[src/rtl/edge_monitor_defs.sv]
// Shared definitions for edge_monitor: debounce FSM encodings and counter saturation helper.
package edge_monitor_defs;

  typedef enum logic [1:0] {
    S_LOW    = 2'd0,
    S_CHK_HI = 2'd1,
    S_HIGH   = 2'd2,
    S_CHK_LO = 2'd3
  } state_e;

  // All-ones value of a width-bit counter; widths of 32 and above clamp to 32 bits.
  function automatic logic [31:0] sat_max(input int unsigned width);
    if (width >= 32) begin
      return 32'hFFFF_FFFF;
    end
    return (32'd1 << width) - 32'd1;
  endfunction

endpackage

[src/rtl/sync_chain.sv]
// Plain multi-flop synchroniser for a single-bit level; output is the last stage.
module sync_chain #(
  parameter int unsigned STAGES = 2
) (
  input  logic clk,
  input  logic rstn,
  input  logic d,
  output logic q
);

  logic [STAGES-1:0] chain_q;

  always_ff @(posedge clk or negedge rstn) begin
    if (!rstn) begin
      chain_q <= '0;
    end else begin
      chain_q <= {chain_q[STAGES-2:0], d};
    end
  end

  assign q = chain_q[STAGES-1];

endmodule

[src/rtl/edge_monitor.sv]
// Synchronise and debounce a 1-bit level, then report edges, a rise count and last high width.
module edge_monitor
  import edge_monitor_defs::*;
#(
  parameter int unsigned SYNC_STAGES = 2,
  parameter int unsigned DEB_CYCLES  = 4,
  parameter int unsigned CNT_W       = 8
) (
  input  logic             clk,
  input  logic             rstn,
  input  logic             din,
  input  logic             en,
  input  logic             clr,
  output logic             dout,
  output logic             rise,
  output logic             fall,
  output logic [CNT_W-1:0] rise_cnt,
  output logic [CNT_W-1:0] hi_width,
  output logic             width_vld
);

  localparam int unsigned DebW = $clog2(DEB_CYCLES);
  localparam logic [DebW-1:0]  DebLast = DebW'(DEB_CYCLES - 1);
  localparam logic [CNT_W-1:0] CntMax  = CNT_W'(sat_max(CNT_W));

  logic sync;

  sync_chain #(
    .STAGES(SYNC_STAGES)
  ) u_sync (
    .clk (clk),
    .rstn(rstn),
    .d   (din),
    .q   (sync)
  );

  state_e            state_q, state_d;
  logic [DebW-1:0]   deb_cnt_q, deb_cnt_d;
  logic              dout_q, dout_d;
  logic              rise_q, rise_d;
  logic              fall_q, fall_d;
  logic [CNT_W-1:0]  rise_cnt_q, rise_cnt_d;
  logic [CNT_W-1:0]  wcnt_q, wcnt_d;
  logic [CNT_W-1:0]  hi_width_q, hi_width_d;
  logic              width_vld_q, width_vld_d;

  always_comb begin
    state_d   = state_q;
    deb_cnt_d = deb_cnt_q;
    dout_d    = dout_q;
    rise_d    = 1'b0;
    fall_d    = 1'b0;
    case (state_q)
      S_LOW: begin
        if (sync) begin
          state_d   = S_CHK_HI;
          deb_cnt_d = DebW'(1);
        end
      end
      S_CHK_HI: begin
        if (!sync) begin
          state_d = S_LOW;
        end else if (deb_cnt_q == DebLast) begin
          state_d = S_HIGH;
          dout_d  = 1'b1;
          rise_d  = 1'b1;
        end else begin
          deb_cnt_d = deb_cnt_q + DebW'(1);
        end
      end
      S_HIGH: begin
        if (!sync) begin
          state_d   = S_CHK_LO;
          deb_cnt_d = DebW'(1);
        end
      end
      S_CHK_LO: begin
        if (sync) begin
          state_d = S_HIGH;
        end else if (deb_cnt_q == DebLast) begin
          state_d = S_LOW;
          dout_d  = 1'b0;
          fall_d  = 1'b1;
        end else begin
          deb_cnt_d = deb_cnt_q + DebW'(1);
        end
      end
      default: state_d = S_LOW;
    endcase
  end

  // Counters act on the edge that launches rise/fall, so width_vld lines up with fall.
  always_comb begin
    rise_cnt_d  = rise_cnt_q;
    wcnt_d      = wcnt_q;
    hi_width_d  = hi_width_q;
    width_vld_d = 1'b0;
    if (clr) begin
      rise_cnt_d = '0;
      wcnt_d     = '0;
      hi_width_d = '0;
    end else begin
      if (rise_d && en && (rise_cnt_q != CntMax)) begin
        rise_cnt_d = rise_cnt_q + CNT_W'(1);
      end
      if (rise_d) begin
        wcnt_d = '0;
      end else if (dout_q && (wcnt_q != CntMax)) begin
        wcnt_d = wcnt_q + CNT_W'(1);
      end
      // The falling-edge cycle is the last high cycle, so it is counted here.
      if (fall_d) begin
        hi_width_d  = (wcnt_q == CntMax) ? CntMax : wcnt_q + CNT_W'(1);
        width_vld_d = 1'b1;
      end
    end
  end

  always_ff @(posedge clk or negedge rstn) begin
    if (!rstn) begin
      state_q     <= S_LOW;
      deb_cnt_q   <= '0;
      dout_q      <= 1'b0;
      rise_q      <= 1'b0;
      fall_q      <= 1'b0;
      rise_cnt_q  <= '0;
      wcnt_q      <= '0;
      hi_width_q  <= '0;
      width_vld_q <= 1'b0;
    end else begin
      state_q     <= state_d;
      deb_cnt_q   <= deb_cnt_d;
      dout_q      <= dout_d;
      rise_q      <= rise_d;
      fall_q      <= fall_d;
      rise_cnt_q  <= rise_cnt_d;
      wcnt_q      <= wcnt_d;
      hi_width_q  <= hi_width_d;
      width_vld_q <= width_vld_d;
    end
  end

  assign dout      = dout_q;
  assign rise      = rise_q;
  assign fall      = fall_q;
  assign rise_cnt  = rise_cnt_q;
  assign hi_width  = hi_width_q;
  assign width_vld = width_vld_q;

endmodule

[config.mk]
export PLATFORM = sky130hd
export DESIGN_NAME = edge_monitor
export DESIGN_NICKNAME = d
export VERILOG_FILES = /design/src/rtl/edge_monitor_defs.sv /design/src/rtl/sync_chain.sv /design/src/rtl/edge_monitor.sv
export SDC_FILE = /design/constraint.sdc
export NUM_CORES = 1
export LEC_CHECK = 0
export ABC_AREA = 1
export CORE_ASPECT_RATIO = 0.5
export CORE_MARGIN = 1.5
export CORE_UTILIZATION = 45
export CTS_BUF_LIST = sky130_fd_sc_hd__clkbuf_16
export CTS_CLUSTER_DIAMETER = 60
export CTS_CLUSTER_SIZE = 28
export DETAILED_ROUTE_END_ITERATION = 8
export PLACE_DENSITY = 0.73
export SYNTH_ARGS = -nofsm -noshare
export SYNTH_HDL_FRONTEND = slang
export SYNTH_SLANG_ARGS = --single-unit
[constraint.sdc]
create_clock -name clk -period 1.4 [get_ports clk]
set_clock_uncertainty 0.05 [all_clocks]
set_input_delay 0.28 -clock clk [delete_from_list [all_inputs] [get_ports clk]]
set_output_delay 0.28 -clock clk [all_outputs]
set_load 0.02 [all_outputs]
# --- After elaboration in Yosys (flattened, before gate mapping) ---
# Cells that the tools add are included.
word_totals:
  register_bits: 34
  in_bits: 5
  out_inout_bits: 20
  elab_cells: 71
classes:
  addsub: 3
  eq_ne: 15
  n_mux: 32
  n_reduce_logical: 11
op_table:
  columns: ["cell", "n"]
  rows:
  - ["8-bit 2-to-1 mux", 8]
  - ["2-bit 2-to-1 mux", 10]
  - ["8-bit by 1-bit adder with 8-bit output, second input constant", 2]
  - ["8-bit inequality test, second input constant", 2]
  - ["2-bit one-hot mux with 4 select lines", 2]
  - ["1-bit 2-to-1 mux", 11]
  - ["8-bit equality test, second input constant", 1]
  - ["2-bit inequality test, second input constant", 4]
  - ["4-bit AND reduction", 2]
  - ["2-bit equality test, second input constant", 3]
  - ["2-bit nonzero test", 3]
  - ["5-bit AND reduction", 1]
  - ["2-bit by 1-bit inequality test with 1-bit output, second input constant", 2]
  - ["1-bit logical AND", 3]
  - ["3-bit by 2-bit inequality test with 1-bit output, second input constant", 1]
  - ["3-bit inequality test, second input constant", 1]
  - ["3-bit nonzero test", 1]
  - ["2-bit by 1-bit adder with 2-bit output, second input constant", 1]
  - ["2-bit by 1-bit equality test with 1-bit output, second input constant", 1]
  - ["2-bit logical NOT", 1]
  - ["1-bit one-hot mux with 2 select lines", 1]

# --- Depth between registers and ports, before layout ---
depth:
  ltp_word: 8
  depth_mapped: 9
  depth_no_buf: 9

# --- Modules after synthesis ---
# A second synthesis with hierarchy kept.
hier_totals:
  cells_unflattened: 235
  area_unflattened_um2: 1796.7
by_module_without_submodules:
  columns: ["mod", "n_inst", "cells_per_inst", "area_each_um2", "seq_area_each_um2"]
  rows:
  - ["edge_monitor", 1, 233, 1746.7, 800.8]
  - ["sync_chain", 1, 2, 50.0, 50.0]

# --- Worst setup path after synthesis ---
# Ideal clock, no wire load.
synth_timing:
  kind: "register to register"
  start: "reg rise_cnt_q[1], in the netlist rise_cnt[1]"
  end: "reg rise_cnt_q[7], in the netlist rise_cnt[7]"
  setup_ps: 65
  arrival_ps: 1334
  required_time_ps: 1285
  slack_ps: -49
  path_stages_with_launch: 8
  n_path_buf: 0
  period_less_slack_ps: 1449
  path_cell_list: "dfrtp_1 ha_1 nand3_1 nor2_1 nor2_4 nor2_4 nand2_1 nand2_1"
synth_between:
  elab_chain_cells: 3
  word_cells_on_any_way: 6
  classes_between: "1 x add/sub; 1 x eq/ne; 2 x mux; 2 x reduce/logical"
synth_rtl:
  columns: ["item", "line_no", "text"]
  rows:
  - ["start: declaration", "edge_monitor.sv:42", "logic [CNT_W-1:0] rise_cnt_q, rise_cnt_d;"]
  - ["start signal: assignment", "edge_monitor.sv:136", "rise_cnt_q <= rise_cnt_d;"]
  - ["8-bit by 1-bit adder with 8-bit output or 8-bit inequality test (tied branches)", "edge_monitor.sv:104, edge_monitor.sv:103", null]
  - ["8-bit 2-to-1 mux or 1-bit logical AND (tied branches)", "edge_monitor.sv:103", "if (rise_d && en && (rise_cnt_q != CntMax)) begin"]
  - ["8-bit 2-to-1 mux or 2-bit nonzero test (tied branches)", null, null]
# Parallel ways exist; a longest one is shown, timed or not. The select of a mux whose other input is x is not followed.
# A chain may end at the register's enable or synchronous reset.

# --- Worst setup path after layout ---
layout_timing:
  start: "reg wcnt_q[0]"
  end: "reg hi_width_q[4], in the netlist hi_width[4]"
layout_between:
  elab_chain_cells: 4
  word_cells_on_any_way: 5
  classes_between: "1 x add/sub; 1 x eq/ne; 3 x mux"
layout_rtl:
  columns: ["item", "line_no", "text"]
  rows:
  - ["start: declaration", "edge_monitor.sv:43", "logic [CNT_W-1:0] wcnt_q, wcnt_d;"]
  - ["start signal: assignment", "edge_monitor.sv:137", "wcnt_q <= wcnt_d;"]
  - ["8-bit by 1-bit adder with 8-bit output or 8-bit equality test (tied branches)", "edge_monitor.sv:113", "hi_width_d = (wcnt_q == CntMax) ? CntMax : wcnt_q + CNT_W'(1);"]
  - ["8-bit 2-to-1 mux *", "edge_monitor.sv:113", null]
  - ["8-bit 2-to-1 mux *", "edge_monitor.sv:112", "if (fall_d) begin"]
  - ["8-bit 2-to-1 mux *", "edge_monitor.sv:98", "if (clr) begin"]
  - ["end signal: assignment", "edge_monitor.sv:138", "hi_width_q <= hi_width_d;"]
  - ["end: declaration", "edge_monitor.sv:44", "logic [CNT_W-1:0] hi_width_q, hi_width_d;"]
# Mark *: on every way between the ends. The rest lies on a longest branch, timed or not. The select of a mux whose other input is x is not followed.

==> impl_metrics.env <==
export IMPL_outcome="finished, violations left"
export IMPL_violations="setup timing"
export IMPL_reg2reg_from="wcnt_q[0]$_DFFE_PN0P_"
export IMPL_cts_sinks=34
export IMPL_preCtsSetupSlack_ns=-0.0769
export IMPL_vias=1728
export IMPL_fin_util_pct=65.9
export IMPL_diodes=0
export IMPL_numCtsBuffers=5
export IMPL_grt_pass1_wl_mm=6.44
export IMPL_synth_edff_count=0
export IMPL_cts_tree="built"
export IMPL_dr_max_layer_used="met4"
export IMPL_netlist_area_sq_um=1820
export IMPL_seq_area_frac_synth_pct=46.7
export IMPL_clockBufferDepth=2
export IMPL_ys_ff_latch=34
export IMPL_final_common_cell="nand2_1"
export IMPL_viasPerCell=5.05
export IMPL_fp_dieW_um=93.0
export IMPL_wirelength_mm=4.32
export IMPL_critPathRequiredTime_ns=1.52
export IMPL_io_pins=25
export IMPL_vdd_drop_max_mv=1.16
export IMPL_layout_common_cells="nand2_1 (82), dfrtp_1 (32), buf_4 (24)"
export IMPL_wl_met1_mm=1.83
export IMPL_p_per_area_nw_per_um2=1320
export IMPL_grt_max_degree=35
export IMPL_rsz0062_at_grt="true"
export IMPL_synth_top_cell_area_share_pct=46.7
export IMPL_finalSetupViolCount=19
export IMPL_start_kind="register"
export IMPL_clk_pin_slew_worst_paths_ns=0.05
export IMPL_rows=16
export IMPL_final_setup_tns_ns=-0.343
export IMPL_cts_root_buf="clkbuf_16"
export IMPL_start_util_pct=46.9
export IMPL_grt_pass1_vias=1519
export IMPL_reg2reg_slack_ns=-0.05
export IMPL_synth_nets=241
export IMPL_ant_nets=0
export IMPL_grt_overflow=0
export IMPL_chipHeight_um=48.0
export IMPL_hpwl_mm=2.75
export IMPL_gp_congestion=0.846
export IMPL_finish_net_count=296
export IMPL_wl_met3_um=194
export IMPL_whs_ns=0.295
export IMPL_hold_depth=0
export IMPL_synth_distinct_cells=26
export IMPL_antenna_found_initial=0
export IMPL_dieArea_sq_um=4460
export IMPL_finalHoldViolations=0
export IMPL_clk_latency_ns=0.28
export IMPL_tightest_slew_ns=0.292
export IMPL_worstSetupEndpointType="register"
export IMPL_ctsHoldBuffers=0
export IMPL_reg2reg_to="hi_width[4]$_DFFE_PN0P_"
export IMPL_avgSynthCellArea_sq_um=7.86
export IMPL_area_growth_pct=40.4
export IMPL_slew_headroom_pct=80.3
export IMPL_drt_first_pass_iters=4
export IMPL_hold_class="reg -> reg"
export IMPL_maxCapViolations=0
export IMPL_ff2ff_path_depth=7
export IMPL_yosysWarnings=0
export IMPL_finalCritPeriodShare_pct=104
export IMPL_path_max_fanout=2
export IMPL_fmax_mhz=689
export IMPL_post_drt_wl_per_cell_um=12.6
export IMPL_port_buffers=24
export IMPL_fillers=312
export IMPL_hp_start="u_sync.chain_q[0]$_DFF_PN0_"
export IMPL_core_sq_um=3880
export IMPL_synth_area_leaders="dfrtp_1 (47%), nand2_1 (18%), nand3_1 (6.9%)"
export IMPL_synthArstFlopShare_pct=100
export IMPL_path_class="reg -> reg"
export IMPL_synth_cells=232
export IMPL_grt_total_usage_pct=19.2
export IMPL_yosysTopAreaCell="dfrtp_1"
export IMPL_whs_endpoint="u_sync.chain_q[1]$_DFF_PN0_"
export IMPL_fin_crit_ns=1.45
export IMPL_drive_gt1_share_pct=26.4
export IMPL_remaining_drc_errors=0
export IMPL_met2_length_mm=2.18
export IMPL_p_total_mw=3.39
export IMPL_final_max_slew_viol_count=0
export IMPL_arrival_ns=1.57
export IMPL_p_leak_nw=1.39
export IMPL_drt_initial_drc_count=55
export IMPL_htree_levels=2
export IMPL_ys_dominant_reg_cell="dfrtp_1"
export IMPL_fin_ws_ns=-0.0505
-- kinds of logic (layout without fill, tap and decap cells) --
logic type               after synthesis  after routing  synth area share (%)
AND/OR/NAND/NOR                      149            150                  38.1
flip-flops                            34             34                  46.7
buffers and inverters                 26             81                  5.83
AO/OA/AOI/OAI                         15             15                  4.74
adder cells (fa/ha/maj)                4              4                  2.75
XOR/XNOR                               4              4                  1.92
-- synthesized netlist by cell type (2+ instances only) --
library cell / count
a21oi_1: 2
dfrtp_1: 34
ha_1: 4
inv_1: 24
nand2_1: 86
nand2_2: 3
nand2_4: 2
nand3_1: 25
nand3_4: 2
nand4_1: 2
nor2_1: 19
nor2_4: 5
nor3_1: 2
o21ai_0: 6
o21ai_1: 3
xor2_1: 3
-- repair_timing --
item                       in CTS  in global routing
gates cloned                    1                  0
resized for setup              30                 28
setup endpoints to repair      44                 30
pin swaps                      10                  8
setup buffers                   6                  3
-- routing by layer --
| layer | vias to the layer above | global-route usage, % |
|---|---|---|
| met5 | - | 0 |
| met4 | 0 | 7.58 |
| met3 | 17 | 5.24 |
| met2 | 49 | 34.3 |
| met1 | 816 | 23.1 |
| li1 | 846 | - |
-- critical path, cell delays in order (launching register included) --
cell	delay [ns]
dfrtp_1	0.37
ha_2	0.22
nand2_4	0.07
buf_4	0.15
o21ai_0	0.27
nand2_1	0.08
nand2_1	0.07
nand2_1	0.05
-- how the worst max path moves through the flow --
| stage | startpoint | end | slack (ns) | depth (start not counted) |
|---|---|---|---|---|
| floorplan | wcnt_q[0]$_DFFE_PN0P_ | wcnt_q[5]$_DFFE_PN0P_ | 0.01 | 8 |
| global placement | clr | rise_cnt[6]$_DFFE_PN0P_ | -0.06 | 7 |
| detailed placement | clr | rise_cnt[3]$_DFFE_PN0P_ | -0.08 | 6 |
| CTS | deb_cnt_q[1]$_DFFE_PN0P_ | rise_cnt[1]$_DFFE_PN0P_ | -0.02 | 8 |
| global route | wcnt_q[0]$_DFFE_PN0P_ | wcnt_q[7]$_DFFE_PN0P_ | -0.11 | 8 |
| finish | wcnt_q[0]$_DFFE_PN0P_ | hi_width[4]$_DFFE_PN0P_ | -0.05 | 7 |
-- where the power goes --
group	leakage (nW)	switching [mW]	internal (mW)
sequential	0.456	0.0678	1.09
combinational	0.849	0.582	0.420
clock	0.0836	0.403	0.832
total	1.39	1.05	2.34
-- cell type report --
cell class	instances	area (sq um)	share of cell area [%]
multi-input cells	173	976	38.1
well taps	54	67.6	2.64
flip-flops and latches	34	853	33.3
clock inverters	3	40.0	1.56
inverters	24	92.6	3.62
clock buffers	5	125	4.89
repair buffers	49	405	15.8
-- flip-flops by register name (all words and copies together), names as in the netlist, named ones only --
name / count
width_vld: 1
hi_width: 8
dout: 1
deb_cnt_q: 2
rise: 1
fall: 1
u_sync.chain_q: 2
rise_cnt: 8
state_q: 1
wcnt_q: 8
-- through the flow --
step,instance area [sq um],std cells
floorplan,1830,232
global placement,2250,324
detailed placement,2250,324
CTS,2470,339
global route,2560,342
finish,2560,342
No activity file was read; power rests on OpenSTA's default activity.
